### config.mk
export PLATFORM = sky130hd
export DESIGN_NAME = fetch_unit
export DESIGN_NICKNAME = d
export VERILOG_FILES = /design/src/rtl/fetch_unit.sv
export SDC_FILE = /design/constraint.sdc
export NUM_CORES = 1
export LEC_CHECK = 0
export BUFFER_PORTS_ARGS = -buffer_cell sky130_fd_sc_hd__buf_2
export CAP_MARGIN = 20
export CORE_UTILIZATION = 53
export CTS_CLUSTER_DIAMETER = 60
export CTS_CLUSTER_SIZE = 28
export DETAILED_ROUTE_END_ITERATION = 16
export GPL_TIMING_DRIVEN = 1
export HOLD_SLACK_MARGIN = 0.05
export PLACE_DENSITY = 0.82
export REMOVE_ABC_BUFFERS = 1
export SLEW_MARGIN = 20
export SYNTH_ARGS = -nofsm -noshare
export SYNTH_HDL_FRONTEND = slang
export SYNTH_SLANG_ARGS = --single-unit
### constraint.sdc
create_clock -name clk -period 2.6 [get_ports clk]
set_input_delay 0.39 -clock clk [delete_from_list [all_inputs] [get_ports clk]]
set_output_delay 0.39 -clock clk [all_outputs]
set_load 0.005 [all_outputs]
### src/rtl/fetch_unit.sv
// Instruction fetch stage: PC register, instruction-memory request handshake,
// IF/ID pipeline register, stall hold buffer and redirect (branch/jump) handling.
module fetch_unit #(
  parameter logic [31:0] RESET_PC  = 32'h0000_0000,
  parameter logic [31:0] NOP_INSTR = 32'h0000_0000
) (
  input  logic        clk,
  input  logic        rst_n,
  input  logic        PC_IFWrite,
  input  logic        Z,
  input  logic        J,
  input  logic        JR,
  input  logic [31:0] BranchAddr,
  input  logic [31:0] JumpAddr,
  input  logic [31:0] JrAddr,
  output logic        IMemReq,
  output logic [31:0] IMemAddr,
  input  logic        IMemAck,
  input  logic [31:0] IMemData,
  output logic [31:0] Instruction_id,
  output logic [31:0] NextPC_id,
  output logic        Valid_id
);

  // REQ: request outstanding at PC. HOLD: word captured during a stall.
  // DROP: redirect seen before the ack; finish the old request, then jump.
  typedef enum logic [1:0] {S_REQ, S_HOLD, S_DROP} state_t;

  state_t      state_q, state_d;
  logic [31:0] pc_q, pc_d;
  logic [31:0] buf_q, buf_d;
  logic [31:0] target_q, target_d;
  logic [31:0] instr_q, instr_d;
  logic [31:0] nextpc_q, nextpc_d;
  logic        valid_q, valid_d;

  logic        redirect;
  logic [31:0] redirect_addr;
  logic [31:0] pc_plus4;

  // Redirects only count when decode is not stalling; JR beats J beats Z.
  assign redirect      = PC_IFWrite & (JR | J | Z);
  assign redirect_addr = JR ? JrAddr : (J ? JumpAddr : BranchAddr);
  assign pc_plus4      = pc_q + 32'd4;

  // Memory request is a pure function of state and PC; forced low in reset.
  assign IMemReq        = rst_n & (state_q != S_HOLD);
  assign IMemAddr       = pc_q;
  assign Instruction_id = instr_q;
  assign NextPC_id      = nextpc_q;
  assign Valid_id       = valid_q;

  // Next-state and register-update decisions for the fetch handshake.
  always_comb begin
    state_d  = state_q;
    pc_d     = pc_q;
    buf_d    = buf_q;
    target_d = target_q;
    instr_d  = instr_q;
    nextpc_d = nextpc_q;
    valid_d  = valid_q;
    case (state_q)
      S_REQ: begin
        if (IMemAck) begin
          if (!PC_IFWrite) begin
            // Decode stalled: park the word until the pipeline can take it.
            buf_d   = IMemData;
            state_d = S_HOLD;
          end else if (redirect) begin
            instr_d = NOP_INSTR;
            valid_d = 1'b0;
            pc_d    = redirect_addr;
          end else begin
            instr_d  = IMemData;
            nextpc_d = pc_plus4;
            valid_d  = 1'b1;
            pc_d     = pc_plus4;
          end
        end else if (PC_IFWrite) begin
          // No word yet: insert a bubble; a redirect must wait for the ack.
          instr_d = NOP_INSTR;
          valid_d = 1'b0;
          if (redirect) begin
            target_d = redirect_addr;
            state_d  = S_DROP;
          end
        end
      end
      S_HOLD: begin
        if (PC_IFWrite) begin
          state_d = S_REQ;
          if (redirect) begin
            instr_d = NOP_INSTR;
            valid_d = 1'b0;
            pc_d    = redirect_addr;
          end else begin
            instr_d  = buf_q;
            nextpc_d = pc_plus4;
            valid_d  = 1'b1;
            pc_d     = pc_plus4;
          end
        end
      end
      S_DROP: begin
        if (PC_IFWrite) begin
          instr_d = NOP_INSTR;
          valid_d = 1'b0;
        end
        if (IMemAck) begin
          pc_d    = target_q;
          state_d = S_REQ;
        end
      end
      default: state_d = S_REQ;
    endcase
  end

  // State and datapath registers with asynchronous active-low reset.
  always_ff @(posedge clk or negedge rst_n) begin
    if (!rst_n) begin
      state_q  <= S_REQ;
      pc_q     <= RESET_PC;
      buf_q    <= 32'h0;
      target_q <= 32'h0;
      instr_q  <= NOP_INSTR;
      nextpc_q <= 32'h0;
      valid_q  <= 1'b0;
    end else begin
      state_q  <= state_d;
      pc_q     <= pc_d;
      buf_q    <= buf_d;
      target_q <= target_d;
      instr_q  <= instr_d;
      nextpc_q <= nextpc_d;
      valid_q  <= valid_d;
    end
  end

endmodule

==> metrics.md <==
| Metric | Value |
|---|---|
| Die ar. | `0.0163 sq mm` |
| Synth-to-layout area growth | `24.3%` |
| Diode count | `0` |
| Crit-path max cell delay | `0.43 ns` |
| CP endpoint | `IMemAddr[16]` |
| Slowest cell on crit path | `o221a_2` |
| Number of DRC markers in iteration 0 | `705` |
| Critical-path cell list | `inv_1, ha_1, nor2_1, o221a_2, buf_4, o311ai_0, o21a_1, o22a_1` |
| DR vias/cell | `5.86` |
| Dpl cell area | `0.00978 sq mm` |
| Number of routed nets with antenna violations | `0` |
| Worst skew pair latency | `0.42 ns` |
| Final Cell Area | `0.0104 sq mm` |
| Post-synth EDFFs | `0` |
| Synthesized area per cell | `10.3 sq um` |
| Top_reg_cell synth | `dfrtp_1` |
| Rel. slew slack | `37.5%` |
| First-pass GRT wire length | `35600 um` |
| GPL Wtd Cong | `0.843` |
| Startpoint Class | `flop` |
| WL final | `22400 um` |
| Post-placement cell count | `1211` |
| Layout cell share with drive strength beyond 1 | `35.4%` |
| Kind of critical path | `flop to flop` |
| Row Count | `45` |
| Critical Path RT | `2.91 ns` |
| Fin. Hold Viols | `0` |
| Post-layout min period | `2.31 ns` |
| RSZ-0062 raised after global routing | `false` |
| Slew at the pin with the worst max-slew slack | `0.937 ns` |
| Chip Width | `128 um` |
| Dominant cells by area after synthesis | `dfrtp_1 49%, mux2_2 8.6%, mux2i_1 4.9%` |
| Critical R2R Launch | `state_q[0]` |
| CTS Buf Count | `17` |
| Synth warn | `0` |
| Final Core Density | `67.9%` |
| Critical path launch point | `state_q[0]` |
| Drt first pass iters | `6` |
| # Max-Cap Violations | `0` |
| Fmax | `433 MHz` |
| Critical-path maximum fanout | `13` |
| Hold Path Class | `input port to flop` |
| Final setup violation count | `0` |
| Clock skew | `0.00818 ns` |
| Sequential-to-total area share from yosys stat | `48.7%` |
| CTS Root Cell | `clkbuf_16` |
| Reg2reg end | `IMemAddr[16]` |
| Arrival @ worst endpoint | `2.63 ns` |
| Clock sink count | `163` |
| Post-layout net count | `1160` |
| Max VDD drop | `0.597 mV` |
| Total internal power | `7.57 mW` |
| DR vias | `7274` |
| Via count of the first global-routing pass | `6932` |
| R2R cell count | `8` |
| Switching power | `4.30 mW` |
| I/O Pins | `233` |
| Non-filler cells, final | `1241` |
| Pwr per Cell Area | `1140 mW/mm^2` |
| Final hold slack | `0.219 ns` |
| Reg power frac | `39.8%` |
| Crit end category | `flop` |
| Drt wl/cell | `18.1 um` |
| GR Overflow Total | `0` |
| Post-synth top area cell | `dfrtp_1` |
| Largest net degree at the start of global routing | `129` |
| Sw Share | `36.2%` |
| Worst Hold Depth | `2` |
| Initial Utilization | `54.6%` |
| I/O Buffers | `232` |
| H-tree Lvls | `4` |
| Worst reg2reg setup slack | `0.29 ns` |
| Core area | `0.0153 sq mm` |
| Die H | `128 um` |
| Final setup TNS | `0 ns` |
| TritonCTS clock tree | `done` |
| Syn Inst Count | `811` |
| Number of remaining DRC errors | `0` |
| All-layer global routing usage | `28.1%` |
| Flop and latch count out of synthesis | `163` |
| Synth Cell Area | `0.00837 sq mm` |
| Top-area cell type share of the netlist area | `48.7%` |
| Initial antenna violation count | `2` |
| Pleak | `4.75 nW` |
| Clk slew on worst S/H paths | `0.06 ns` |
| Combinational power share | `37.8%` |
| Post-DP HPWL | `15600 um` |
| Outcome | `completed` |
| Clock network fraction of total power | `22.4%` |
| Final Cycle Share | `88.9%` |
| Async S/R FF share, synth | `100%` |
| CTS Buffer Depth | `2` |
| Yosys cell types | `56` |
| Fin. max-slew vios | `0` |
[worst min-delay path by stage]
stage	start	to	slack, ns
floorplan	rst_n	IMemAddr[0]	0.09
global placement	rst_n	NextPC_id[31]	0.31
finish	IMemData[18]	buf_q[18]	0.22
global route	IMemData[18]	buf_q[18]	0.21
CTS	IMemData[12]	buf_q[12]	0.21
detailed placement	rst_n	NextPC_id[31]	0.32
[cell usage after synthesis, drive strengths merged, types with 3 or more instances]
cell,n
mux2,64
nand2,62
nor4,6
a211oi,5
a221o,11
nor2b,10
buf,14
mux2i,41
xor2,3
a221oi,4
o211ai,3
xnor2,25
inv,10
ha,5
and3,5
o2bb2ai,37
clkbuf,51
o21ai,70
a22oi,34
o221a,3
dfrtp,163
o311ai,3
a21oi,47
and4,6
nand4,8
o31ai,4
or2,3
nor2,56
nor3,15
o21a,4
a22o,4
nand3,12
[power groups by stage]
stage | clock [mW] | combinational (mW) | sequential [mW]
after floorplan | 0 | 2.58 | 4.59
final | 2.66 | 4.48 | 4.72
after global placement | 0 | 4.33 | 4.65
after global routing | 2.80 | 4.92 | 4.88
after detailed placement | 0 | 4.45 | 4.72
after CTS | 2.69 | 4.48 | 4.70
[layout make-up]
class | instances | area (sq um)
clock inverter | 11 | 188
clock buffer | 18 | 429
sequential | 163 | 4080
multi-input combinational | 572 | 4020
inverter | 11 | 41.3
fill | 1226 | 4910
tap | 211 | 264
timing repair buffer | 255 | 1380
[per-stage QoR]
| step | setup slack [ns] | total power, mW |
|---|---|---|
| after floorplan | -1.20 | 7.17 |
| after global placement | 0.416 | 8.99 |
| after detailed placement | 0.337 | 9.16 |
| after CTS | 0.325 | 11.9 |
| after global routing | 0.133 | 12.6 |
| final | 0.289 | 11.9 |
[metal layers]
metal	routed length [um]	vias up	global-route usage, %
met4	442	0	10.0
met5	0	-	0
met3	1370	35	5.09
met1	9700	3518	37.2
met2	10900	321	46.5
li1	-	3400	-
[cells by family after synthesis]
kind of cell | Yosys count | synth area share (%)
buffers and inverters | 76 | 3.60
DFF | 163 | 48.7
AOI/OAI and AO/OA | 244 | 19.8
and+or+nand+nor | 190 | 10.7
xor gates and xnor gates | 28 | 2.93
muxes | 105 | 13.5
adders and majority gates | 5 | 0.748
[worst max-delay path: cells and delay by family, from the launching register on]
kind / cells / cell delay [ns]
compound gates: 4 / 1.02
fa+ha+maj: 1 / 0.25
buf+inv: 2 / 0.30
flops: 1 / 0.40
simple gates: 1 / 0.23
[state kept, by name, summed over array words and instances (netlist names)]
signal          cells
IMemAddr           32
Instruction_id     32
NextPC_id          32
buf_q              32
target_q           32
state_q             2
Valid_id            1
[repair_timing]
item | 4_1_cts | 5_1_grt
resized for setup | 0 | 0
endpoints found under the setup margin | 0 | 0
setup buffers | 0 | 0
hold endpoints to repair | 35 | 0
hold buffers | 1 | 0
[cells in the final DEF (no fill, tap or decap), types with 15 or more instances in the layout]
| master | synthesis | routed |
|---|---|---|
| o21ai_0 | 69 | 69 |
| clkbuf_16 | 0 | 17 |
| buf_2 | 6 | 231 |
| a22oi_1 | 34 | 34 |
| buf_4 | 2 | 19 |
| nand2_1 | 62 | 62 |
| dfrtp_1 | 163 | 163 |
| a21oi_1 | 46 | 46 |
| nor3_1 | 15 | 15 |
| nor2_1 | 56 | 56 |
| o2bb2ai_1 | 37 | 37 |
| xnor2_1 | 25 | 25 |
| mux2_2 | 64 | 64 |
| mux2i_1 | 41 | 41 |
Note: power is estimated with default switching activity, not from simulation.
